[config.mk]
export PLATFORM = sky130hd
export DESIGN_NAME = ctrlsoc_flashcache
export DESIGN_NICKNAME = d
export VERILOG_FILES = /design/src/rtl/ctrlsoc_flashcache.sv
export SDC_FILE = /design/constraint.sdc
export NUM_CORES = 1
export LEC_CHECK = 0
export ABC_AREA = 1
export CAP_MARGIN = 5
export CELL_PAD_IN_SITES_DETAIL_PLACEMENT = 1
export CELL_PAD_IN_SITES_GLOBAL_PLACEMENT = 1
export CORE_ASPECT_RATIO = 0.8
export CORE_MARGIN = 4
export CORE_UTILIZATION = 30
export CTS_CLUSTER_DIAMETER = 200
export DETAILED_ROUTE_END_ITERATION = 8
export MAX_ROUTING_LAYER = met4
export PLACE_DENSITY = 0.49
export REMOVE_ABC_BUFFERS = 1
export SYNTH_ARGS = -nofsm -noshare
export SYNTH_HDL_FRONTEND = slang
export SYNTH_SLANG_ARGS = --single-unit
[constraint.sdc]
create_clock -name clk -period 13.1 [get_ports clk]
set_input_delay 2.62 -clock clk [delete_from_list [all_inputs] [get_ports clk]]
set_output_delay 2.62 -clock clk [all_outputs]
set_load 0.005 [all_outputs]
[src/rtl/ctrlsoc_flashcache.sv]
// ---------------------------------------------------------------------------
// ctrlsoc_flashcache
//   Direct-mapped, one-word-per-line read cache in front of a slow flash
//   reader. A CPU read is looked up one cycle after it is accepted. A hit
//   answers immediately. A miss fetches the word from flash, fills the line
//   and answers with the flash data.
//
// Ports
//   clk          : single clock, rising edge
//   reset        : synchronous, active-high reset
//   valid        : CPU read request, held until ready
//   ready        : one-cycle pulse, rdata valid
//   addr[23:0]   : CPU byte address (word aligned, addr[1:0] ignored)
//   rdata[31:0]  : read data to CPU, held between responses
//   flush        : invalidate every line in one cycle
//   flash_valid  : request to flash reader, held until flash_ready
//   flash_ready  : one-cycle pulse, flash_rdata valid
//   flash_addr   : address presented to flash reader
//   flash_rdata  : flash read data
//   hit_count    : saturating hit counter
//   miss_count   : saturating miss counter
// ---------------------------------------------------------------------------
module ctrlsoc_flashcache #(
  parameter int LINES = 16
) (
  input  logic        clk,
  input  logic        reset,
  input  logic        valid,
  output logic        ready,
  input  logic [23:0] addr,
  output logic [31:0] rdata,
  input  logic        flush,
  output logic        flash_valid,
  input  logic        flash_ready,
  output logic [23:0] flash_addr,
  input  logic [31:0] flash_rdata,
  output logic [15:0] hit_count,
  output logic [15:0] miss_count
);

  localparam int IDX_W = $clog2(LINES);
  localparam int TAG_W = 22 - IDX_W;

  typedef enum logic [1:0] {
    ST_IDLE,
    ST_LOOKUP,
    ST_FILL
  } state_t;

  state_t r_state;
  state_t w_state_next;

  // Request address latched when a lookup starts
  logic [23:0] r_addr;

  // Registered outputs
  logic        r_ready;
  logic [31:0] r_rdata;
  logic        r_flash_valid;
  logic [23:0] r_flash_addr;
  logic [15:0] r_hit_count;
  logic [15:0] r_miss_count;

  // Line state: valid bits in flops, tag/data in synchronous-read arrays
  logic [LINES-1:0] r_line_valid;
  logic [TAG_W-1:0] r_tag_mem  [LINES];
  logic [31:0]      r_data_mem [LINES];
  logic [TAG_W-1:0] r_tag_rd;
  logic [31:0]      r_data_rd;

  // A flush seen while a miss is outstanding: the fill still answers the
  // CPU but must not validate its line.
  logic r_flush_pend;

  logic [IDX_W-1:0] w_req_idx;
  logic [IDX_W-1:0] w_lat_idx;
  logic [TAG_W-1:0] w_lat_tag;
  logic             w_lookup_hit;
  logic             w_latch;
  logic             w_hit;
  logic             w_miss;
  logic             w_fill_done;
  logic             w_fill_we;
  logic             w_set_line;
  logic [LINES-1:0] w_line_set;
  logic             w_ready_next;
  logic [31:0]      w_rdata_next;
  logic             w_flash_valid_next;
  logic [23:0]      w_flash_addr_next;

  assign w_req_idx = addr[2 +: IDX_W];
  assign w_lat_idx = r_addr[2 +: IDX_W];
  assign w_lat_tag = r_addr[23:2+IDX_W];

  // A flush in the lookup cycle wins over a hit on the old contents
  assign w_lookup_hit = r_line_valid[w_lat_idx] && (r_tag_rd == w_lat_tag) && !flush;

  // ---------------------------------------------------------------------
  // Next-state and output decode
  // ---------------------------------------------------------------------
  always_comb begin
    w_state_next       = r_state;
    w_latch            = 1'b0;
    w_hit              = 1'b0;
    w_miss             = 1'b0;
    w_fill_done        = 1'b0;
    case (r_state)
      ST_IDLE: begin
        // ready high means the held request was just answered
        if (valid && !r_ready) begin
          w_latch      = 1'b1;
          w_state_next = ST_LOOKUP;
        end
      end
      ST_LOOKUP: begin
        if (w_lookup_hit) begin
          w_hit        = 1'b1;
          w_state_next = ST_IDLE;
        end else begin
          w_miss       = 1'b1;
          w_state_next = ST_FILL;
        end
      end
      ST_FILL: begin
        if (flash_ready) begin
          w_fill_done  = 1'b1;
          w_state_next = ST_IDLE;
        end
      end
      default: w_state_next = ST_IDLE;
    endcase

    w_ready_next       = w_hit || w_fill_done;
    w_rdata_next       = r_rdata;
    w_flash_valid_next = r_flash_valid;
    w_flash_addr_next  = r_flash_addr;
    if (w_hit) begin
      w_rdata_next = r_data_rd;
    end else if (w_fill_done) begin
      w_rdata_next = flash_rdata;
    end
    if (w_miss) begin
      w_flash_valid_next = 1'b1;
      w_flash_addr_next  = r_addr;
    end else if (w_fill_done) begin
      w_flash_valid_next = 1'b0;
    end
  end

  assign w_fill_we  = w_fill_done && !reset;
  assign w_set_line = w_fill_done && !flush && !r_flush_pend;

  // One-hot set mask for the line being filled
  for (genvar gi = 0; gi < LINES; gi++) begin : g_line_set
    assign w_line_set[gi] = w_set_line && (w_lat_idx == IDX_W'(gi));
  end

  // ---------------------------------------------------------------------
  // State register
  // ---------------------------------------------------------------------
  always_ff @(posedge clk) begin
    if (reset) begin
      r_state <= ST_IDLE;
    end else begin
      r_state <= w_state_next;
    end
  end

  // ---------------------------------------------------------------------
  // Datapath and statistics
  // ---------------------------------------------------------------------
  always_ff @(posedge clk) begin
    if (reset) begin
      r_addr        <= 24'h0;
      r_ready       <= 1'b0;
      r_rdata       <= 32'h0;
      r_flash_valid <= 1'b0;
      r_flash_addr  <= 24'h0;
      r_hit_count   <= 16'h0;
      r_miss_count  <= 16'h0;
      r_flush_pend  <= 1'b0;
    end else begin
      if (w_latch) begin
        r_addr <= addr;
      end
      r_ready       <= w_ready_next;
      r_rdata       <= w_rdata_next;
      r_flash_valid <= w_flash_valid_next;
      r_flash_addr  <= w_flash_addr_next;
      if (w_hit && (r_hit_count != 16'hFFFF)) begin
        r_hit_count <= r_hit_count + 16'd1;
      end
      if (w_miss && (r_miss_count != 16'hFFFF)) begin
        r_miss_count <= r_miss_count + 16'd1;
      end
      if (w_fill_done || (r_state == ST_IDLE)) begin
        r_flush_pend <= 1'b0;
      end else if (flush) begin
        r_flush_pend <= 1'b1;
      end
    end
  end

  always_ff @(posedge clk) begin
    if (reset || flush) begin
      r_line_valid <= '0;
    end else begin
      r_line_valid <= r_line_valid | w_line_set;
    end
  end

  // Tag/data arrays: no reset so they map onto block RAM
  always_ff @(posedge clk) begin
    if (w_fill_we) begin
      r_tag_mem[w_lat_idx]  <= w_lat_tag;
      r_data_mem[w_lat_idx] <= flash_rdata;
    end
    if (w_latch) begin
      r_tag_rd  <= r_tag_mem[w_req_idx];
      r_data_rd <= r_data_mem[w_req_idx];
    end
  end

  assign ready       = r_ready;
  assign rdata       = r_rdata;
  assign flash_valid = r_flash_valid;
  assign flash_addr  = r_flash_addr;
  assign hit_count   = r_hit_count;
  assign miss_count  = r_miss_count;

endmodule

==> results of run 1 <==
## worst max path at each step
stage	endpoint	startpoint	slack (ns)
finish	r_data_mem[5][13]	flash_ready	7.74
CTS	r_data_mem[8][2]	flash_ready	7.76
floorplan	r_data_mem[10][0]	flash_ready	4.82
global placement	r_data_mem[9][29]	flash_ready	7.07
detailed placement	r_data_mem[8][27]	flash_ready	7.01
global route	r_data_mem[5][7]	flash_ready	7.61
## power groups by stage
stage	logic, mW	registers [mW]	clock network, mW
floorplan	0.158	3.54	0
global placement	0.355	3.56	0
detailed placement	0.363	3.56	0
CTS	0.364	3.50	3.21
global route	0.399	3.50	3.34
finish	0.357	3.50	3.11
## area by class of cell
cell class              instances  area (um2)
fillers                     13600       83600
flip-flops and latches        983       28200
multi-input cells            1616        9520
clock buffers                 147        3000
well taps                    1740        2180
repair buffers                197        1880
inverters                     288        1090
clock inverters                62         643
## worst max-delay path, cell delays in order
cell and delay (ns):
clkdlybuf4s50_1 0.46, inv_1 0.07, nor3_4 0.11, buf_4 0.57, nand2_1 0.66, nor3_2 0.31, buf_4 0.78
## routing by layer
| metal | up-vias | routed length (um) | GRT usage |
|---|---|---|---|
| li1 | 11500 | - | - |
| met1 | 12600 | 55200 | 0.236 |
| met5 | - | 0 | - |
| met2 | 395 | 53600 | 0.267 |
| met3 | 176 | 3740 | 0.0245 |
| met4 | 0 | 2540 | 0.0401 |
## synthesized netlist by cell type (all sizes together) (8+ instances only)
master	n	area (um2)
a31oi	9	56.3
buf	54	309
nand3	133	671
a21oi	285	1430
nand2	308	1170
clkbuf	139	522
mux2i	200	2000
edfxtp	850	25500
nor3	22	120
dfxtp	133	2660
o211ai	200	1500
o21ai	288	1440
nand4	24	150
o211a	32	320
nor2	92	350
inv	287	1080
xor2	8	70.1
## metrics by stage
stage          instance area [um2]   util  power (mW)  hold WS, ns  setup slack, ns
2_1_floorplan                38700      -        3.69        0.432             4.82
3_3_place_gp                 42900  0.329        3.92        0.443             7.07
3_5_place_dp                 42900  0.329        3.93        0.456             7.01
4_1_cts                      46500  0.357        7.07        0.465             7.76
5_1_grt                      46500  0.357        7.24        0.480             7.61
6_report                     46500  0.357        6.96        0.464             7.74
## sequential cells by signal (all words and copies together) (netlist names)
register and cells:
r_addr 24, r_state 2, ready 1, flash_addr 24
rdata 32, r_line_valid 16, r_data_rd 32, r_tag_mem 288
r_data_mem 512, miss_count 16, hit_count 16, flash_valid 1
r_flush_pend 1, r_tag_rd 18
## cells by family (layout without fill, tap and decap cells)
group | Yosys count | in the layout
buffers and inverters | 481 | 694
XOR/XNOR | 13 | 13
adder cells (fa/ha/maj) | 2 | 2
AO/OA/AOI/OAI | 815 | 815
flip-flops | 983 | 983
AND/OR/NAND/NOR | 586 | 586
multiplexers | 200 | 200
==> results.txt, run 1 <==
Ys Warns: 0
NetSw: 1.58 mW
Clk pin slew, worst setup/hold paths: 0.06 ns
Slew Viols, Final: 0
Gate power share: 0.051
Hold Path Origin: flash_addr[12]
Net Sw Frac: 0.227
P&R area growth vs syn: 17.7%
GRT overflow: 0
Die ar.: 0.138 mm2
P_leak: 16.5 nW
Reg2Reg Launch Point: r_state[1]
clk root buf: clkbuf_16
worst reg2reg path depth: 6
first-pass GRT wire length: 173000 um
Ports: 151
Detailed Route WL: 115000 um
diode count: 0
fraction of registers with async set/reset: 0
pwr/cell area: 150 mW/mm2
Internal Pwr Total: 5.38 mW
Final Hold Violating Endpoints: 0
Die H: 333 um
share of cells above drive strength 1: 0.0771
Min-Delay Path Class: reg2reg
Detail Route Antenna Nets: 0
GRT Util Overall: 0.171
EDFF count, synth: 850
Hold Path Sink: flash_addr[12]
post_cts resized: 0
via/cell ratio: 4.91
Sequential Power Share: 0.502
vias in the first global route: 26200
initial antenna violation count: 6
Worst-Margin Slew: 1.24 ns
GP Congestion: 0.780
flop2flop setup slack: 9.52 ns
Cell variety after synth: 37
final cycle utilization of the critical path: 0.409
WP data required: 13.42 ns
Core Region: 0.130 mm2
post-synthesis compound-gate area fraction: 0.120
die span in x: 414 um
Yosys reg bits: 983
Post-Synth XOR/XNOR Area: 0.00288
final HPWL from detailed placement: 62600 um
post-synthesis instance total: 3080
Worst EP arrival: 5.68 ns
Clock Skews: 0.0264 ns
# DRC: 0
largest net degree at the start of global routing: 165
clk_lat worst skew: 0.72 ns
CTS max path bufs: 3
clk sink count: 983
final setup TNS: 0 ns
Clk pwr share: 0.446
Simple-Gate Fraction of Synth Area: 0.0636
num rows: 118
crit path time final: 5.36 ns
Adder-Cell Fraction of Synth Area: 0.000633
max-cap violations: 0
Iteration-0 DRC Markers: 1667
VDD IR max: 0.0922 mV
hold path depth: 2
Nets: 3259
CP Launch Type: input port
syn avg cell area: 12.8 um2
CP Class: in2reg
Max Fclk: 187 MHz
Worst setup EP type: register
Vias: 24700
Pre-antenna DRT Iters: 5
# H-tree levels: 3
routed len/inst: 22.9 um
unrepaired setup endpoints after global routing: no
commonest non-fill, non-tap cell in the layout: edfxtp_1
setup bufs post-CTS: 0
relative slew slack: 0.171
RR Endpoint: r_data_mem[5][13]
Layout Cells excl Fill: 5033
mux cell area share after synthesis: 0.0507
CP max FO: 50
status: finished clean
largest family of logic cells by synthesized area: compound AO/OA/AOI/OAI gates
CTS tree: built
cell area after synthesis: 0.0395 mm2
clock buffer count from CTS: 110
Initial Utilization: 0.304
sequential area share after synthesis: 0.713
main flop type after synthesis: edfxtp_1
IO Port Bufs: 150
setup violators final: 0
most frequent cells in the layout: 850 x edfxtp_1, 305 x nand2_1, 287 x o21ai_0
dpl cells: 4824
hold buffer count at CTS: 0
No activity file was read; power rests on OpenSTA's default activity.
==> run 2: changes to the inputs <==
Clock period 13.1 ns to 4.95 ns, I/O delays scaled along.
==> run 2 against run 1 <==
  * Clock power rose to 2.5 times the previous value
  * Via count increased by 0.27%
  * Sequential power rose to 2.6 times the previous value
  * Critical endpoint is now r_line_valid[5]
  * Highest routed layer unchanged
==> results.txt, run 2 (synthesis results as in run 1) <==
status: finished clean
clock buffer count from CTS: 108 (-1.8%)
Pwr Total: 18.1 mW (+160%)
clk root buf: clkbuf_16
Clk pwr share: 0.435 (-0.011)
Max Fclk: 288 MHz
initial antenna violation count: 0 (-6)
filler cell count: 13500 (-0.30%)
flop2flop setup slack: 1.66 ns (-7.86 ns)
final setup TNS: 0 ns (unchanged)
share of cells above drive strength 1: 0.0751 (-0.00208)
Vias: 24800 (+0.27%)
DR WL met2: 56600 um (+5.5%)
GRT Util Overall: 0.173 (+0.00189)
Crit path max-delay family: buffers and inverters
CP max FO: 35 (-30%)
Clk pin slew, worst setup/hold paths: 0.06 ns (about the same)
Worst EP arrival: 4.10 ns (-1.58 ns)
Detailed Route WL: 117000 um (+1.9%)
Final Hold Violating Endpoints: 0 (unchanged)
max incr delay on CP: 0.86 ns (+0.08 ns)
Detail Route Antenna Nets: 0 (unchanged)
CP Class: in2reg
die span in x: 414 um (unchanged)
largest net degree at the start of global routing: 107 (-35%)
Worst-Margin Slew: 1.02 ns (-0.219 ns)
# H-tree levels: 3 (unchanged)
post_cts resized: 0 (unchanged)
max reg flops: 512 (unchanged)
RR Endpoint: r_line_valid[5]
crit-path cells: clkdlybuf4s50_1 > inv_1 > nor3_4 > buf_4 > inv_2 > buf_4 > nor3_2 > nand4_1 > a21oi_1
most frequent cells in the layout: 850 x edfxtp_1, 305 x nand2_1, 287 x o21ai_0
Post-Route M1 WL: 54900 um (-0.53%)
Reg2Reg Launch Point: r_state[1]
Iteration-0 DRC Markers: 1557 (-6.6%)
Net Sw Frac: 0.229 (+0.00136)
largest registers: r_data_mem x512, r_tag_mem x288
Core Region: 0.130 mm2 (unchanged)
num rows: 118 (unchanged)
CTS tree: built
diode count: 0 (unchanged)
crit path time final: 3.47 ns
IO Port Bufs: 150 (unchanged)
GP Congestion: 0.776 (-0.54%)
first-pass GRT wire length: 174000 um (+0.36%)
Slew Viols, Final: 0 (unchanged)
final cycle utilization of the critical path: 0.702
worst hold slack: 0.466 ns (+0.00242 ns)
setup bufs post-CTS: 0 (unchanged)
CP Launch Type: input port
WP data required: 5.58 ns (-7.84 ns)
Sequential Power Share: 0.511 (+0.009)
clk sink count: 983 (unchanged)
Hold Path Sink: flash_addr[19]
GRT overflow: 0 (unchanged)
Worst setup EP type: register
vias in the first global route: 26200 (-0.088%)
uppermost layer routed: met4
relative slew slack: 0.321 (+0.151)
Gate power share: 0.053 (+0.002)
Clock Skews: 0.0287 ns (+0.00232 ns)
clk_lat worst skew: 0.72 ns (about the same)
Die H: 333 um (unchanged)
hold path depth: 2 (unchanged)
final HPWL from detailed placement: 62700 um (about the same)
# DRC: 0 (unchanged)
VDD IR max: 0.257 mV (+180%)
Die ar.: 0.138 mm2 (unchanged)
most used cell, CP: buf_4
hold buffer count at CTS: 0 (unchanged)
pwr/cell area: 388 mW/mm2 (+160%)
Pre-antenna DRT Iters: 5 (unchanged)
P_leak: 16.5 nW (about the same)
Core Util, Final: 0.358 (+0.000818)
Internal Pwr Total: 14.0 mW (+160%)
via/cell ratio: 4.93 (+0.31%)
setup violators final: 0 (unchanged)
Initial Utilization: 0.304 (unchanged)
WL met3: 3520 um (-5.9%)
commonest non-fill, non-tap cell in the layout: edfxtp_1
buffers plus inverters on the worst setup path: 5 (+1)
worst reg2reg path depth: 8 (+2)
max-cap violations: 0 (unchanged)
Hold Path Origin: flash_addr[19]
NetSw: 4.13 mW (+160%)
unrepaired setup endpoints after global routing: no
Layout Cells excl Fill: 5031 (-0.040%)
Slowest cell on crit path: nor3_2
P&R area growth vs syn: 17.9%
Ports: 151 (unchanged)
dpl cells: 4833 (+0.19%)
CTS max path bufs: 3 (unchanged)
Nets: 3266 (+0.21%)
Min-Delay Path Class: reg2reg
Most flops, register: r_data_mem
routed len/inst: 23.3 um (+2.0%)
run 2: cell types whose count changed in the layout (fill, tap and decap cells not counted), sizes merged:
cell / before / now
bufinv: 11 / 9
buf: 52 / 61
clkbuf: 147 / 139
clkinv: 44 / 40
inv: 290 / 293
run 2: worst max path at each step:
| stage | from | to | slack (ns) | cells after the start |
|---|---|---|---|---|
| after floorplan | flash_ready | r_data_mem[10][0] | -1.70 | 4 |
| after global placement | flash_ready | r_line_valid[1] | 0.95 | 9 |
| after detailed placement | flash_ready | r_line_valid[9] | 0.82 | 9 |
| after CTS | flash_ready | r_line_valid[9] | 1.59 | 9 |
| after global routing | flash_ready | r_line_valid[9] | 1.35 | 9 |
| final | flash_ready | r_line_valid[5] | 1.48 | 9 |
run 2: power by group through the flow:
stage / Clock (mW) / Sequential (mW) / Combinational [mW]
after floorplan: 0 / 9.36 / 0.417
after global placement: 0 / 9.42 / 0.955
after detailed placement: 0 / 9.43 / 0.979
after CTS: 8.11 / 9.25 / 0.983
after global routing: 8.45 / 9.26 / 1.07
final: 7.88 / 9.25 / 0.962
run 2: area by class of cell:
cell class                 instances  area (um2)  share of cell area
clock inverter                    59         564              0.0121
multi-input combinational       1616        9520               0.204
sequential                       983       28200               0.605
clock buffer                     139        2850              0.0612
timing repair buffer             206        2210              0.0473
tap                             1740        2180              0.0467
inverter                         288        1090              0.0234
run 2: per-stage QoR:
stage	worst slack, ns	cell area, um2
global route	1.35	46600
floorplan	-1.70	38700
detailed placement	0.817	43200
finish	1.48	46600
CTS	1.59	46600
global placement	0.947	43200
run 2: worst register-to-register path: stages (launching register included):
cell and delay (ns):
dfxtp_1 0.48, inv_1 0.12, nor3_4 0.22, buf_4 0.61, inv_2 0.11, buf_4 0.32, nor3_2 0.96, nand4_1 0.21
a21oi_1 0.20
run 2: per-layer routing:
layer | GRT usage | vias to the layer above
met5 | - | -
met4 | 0.0389 | 0
met3 | 0.0230 | 158
met2 | 0.281 | 354
met1 | 0.231 | 12800
li1 | - | 11500
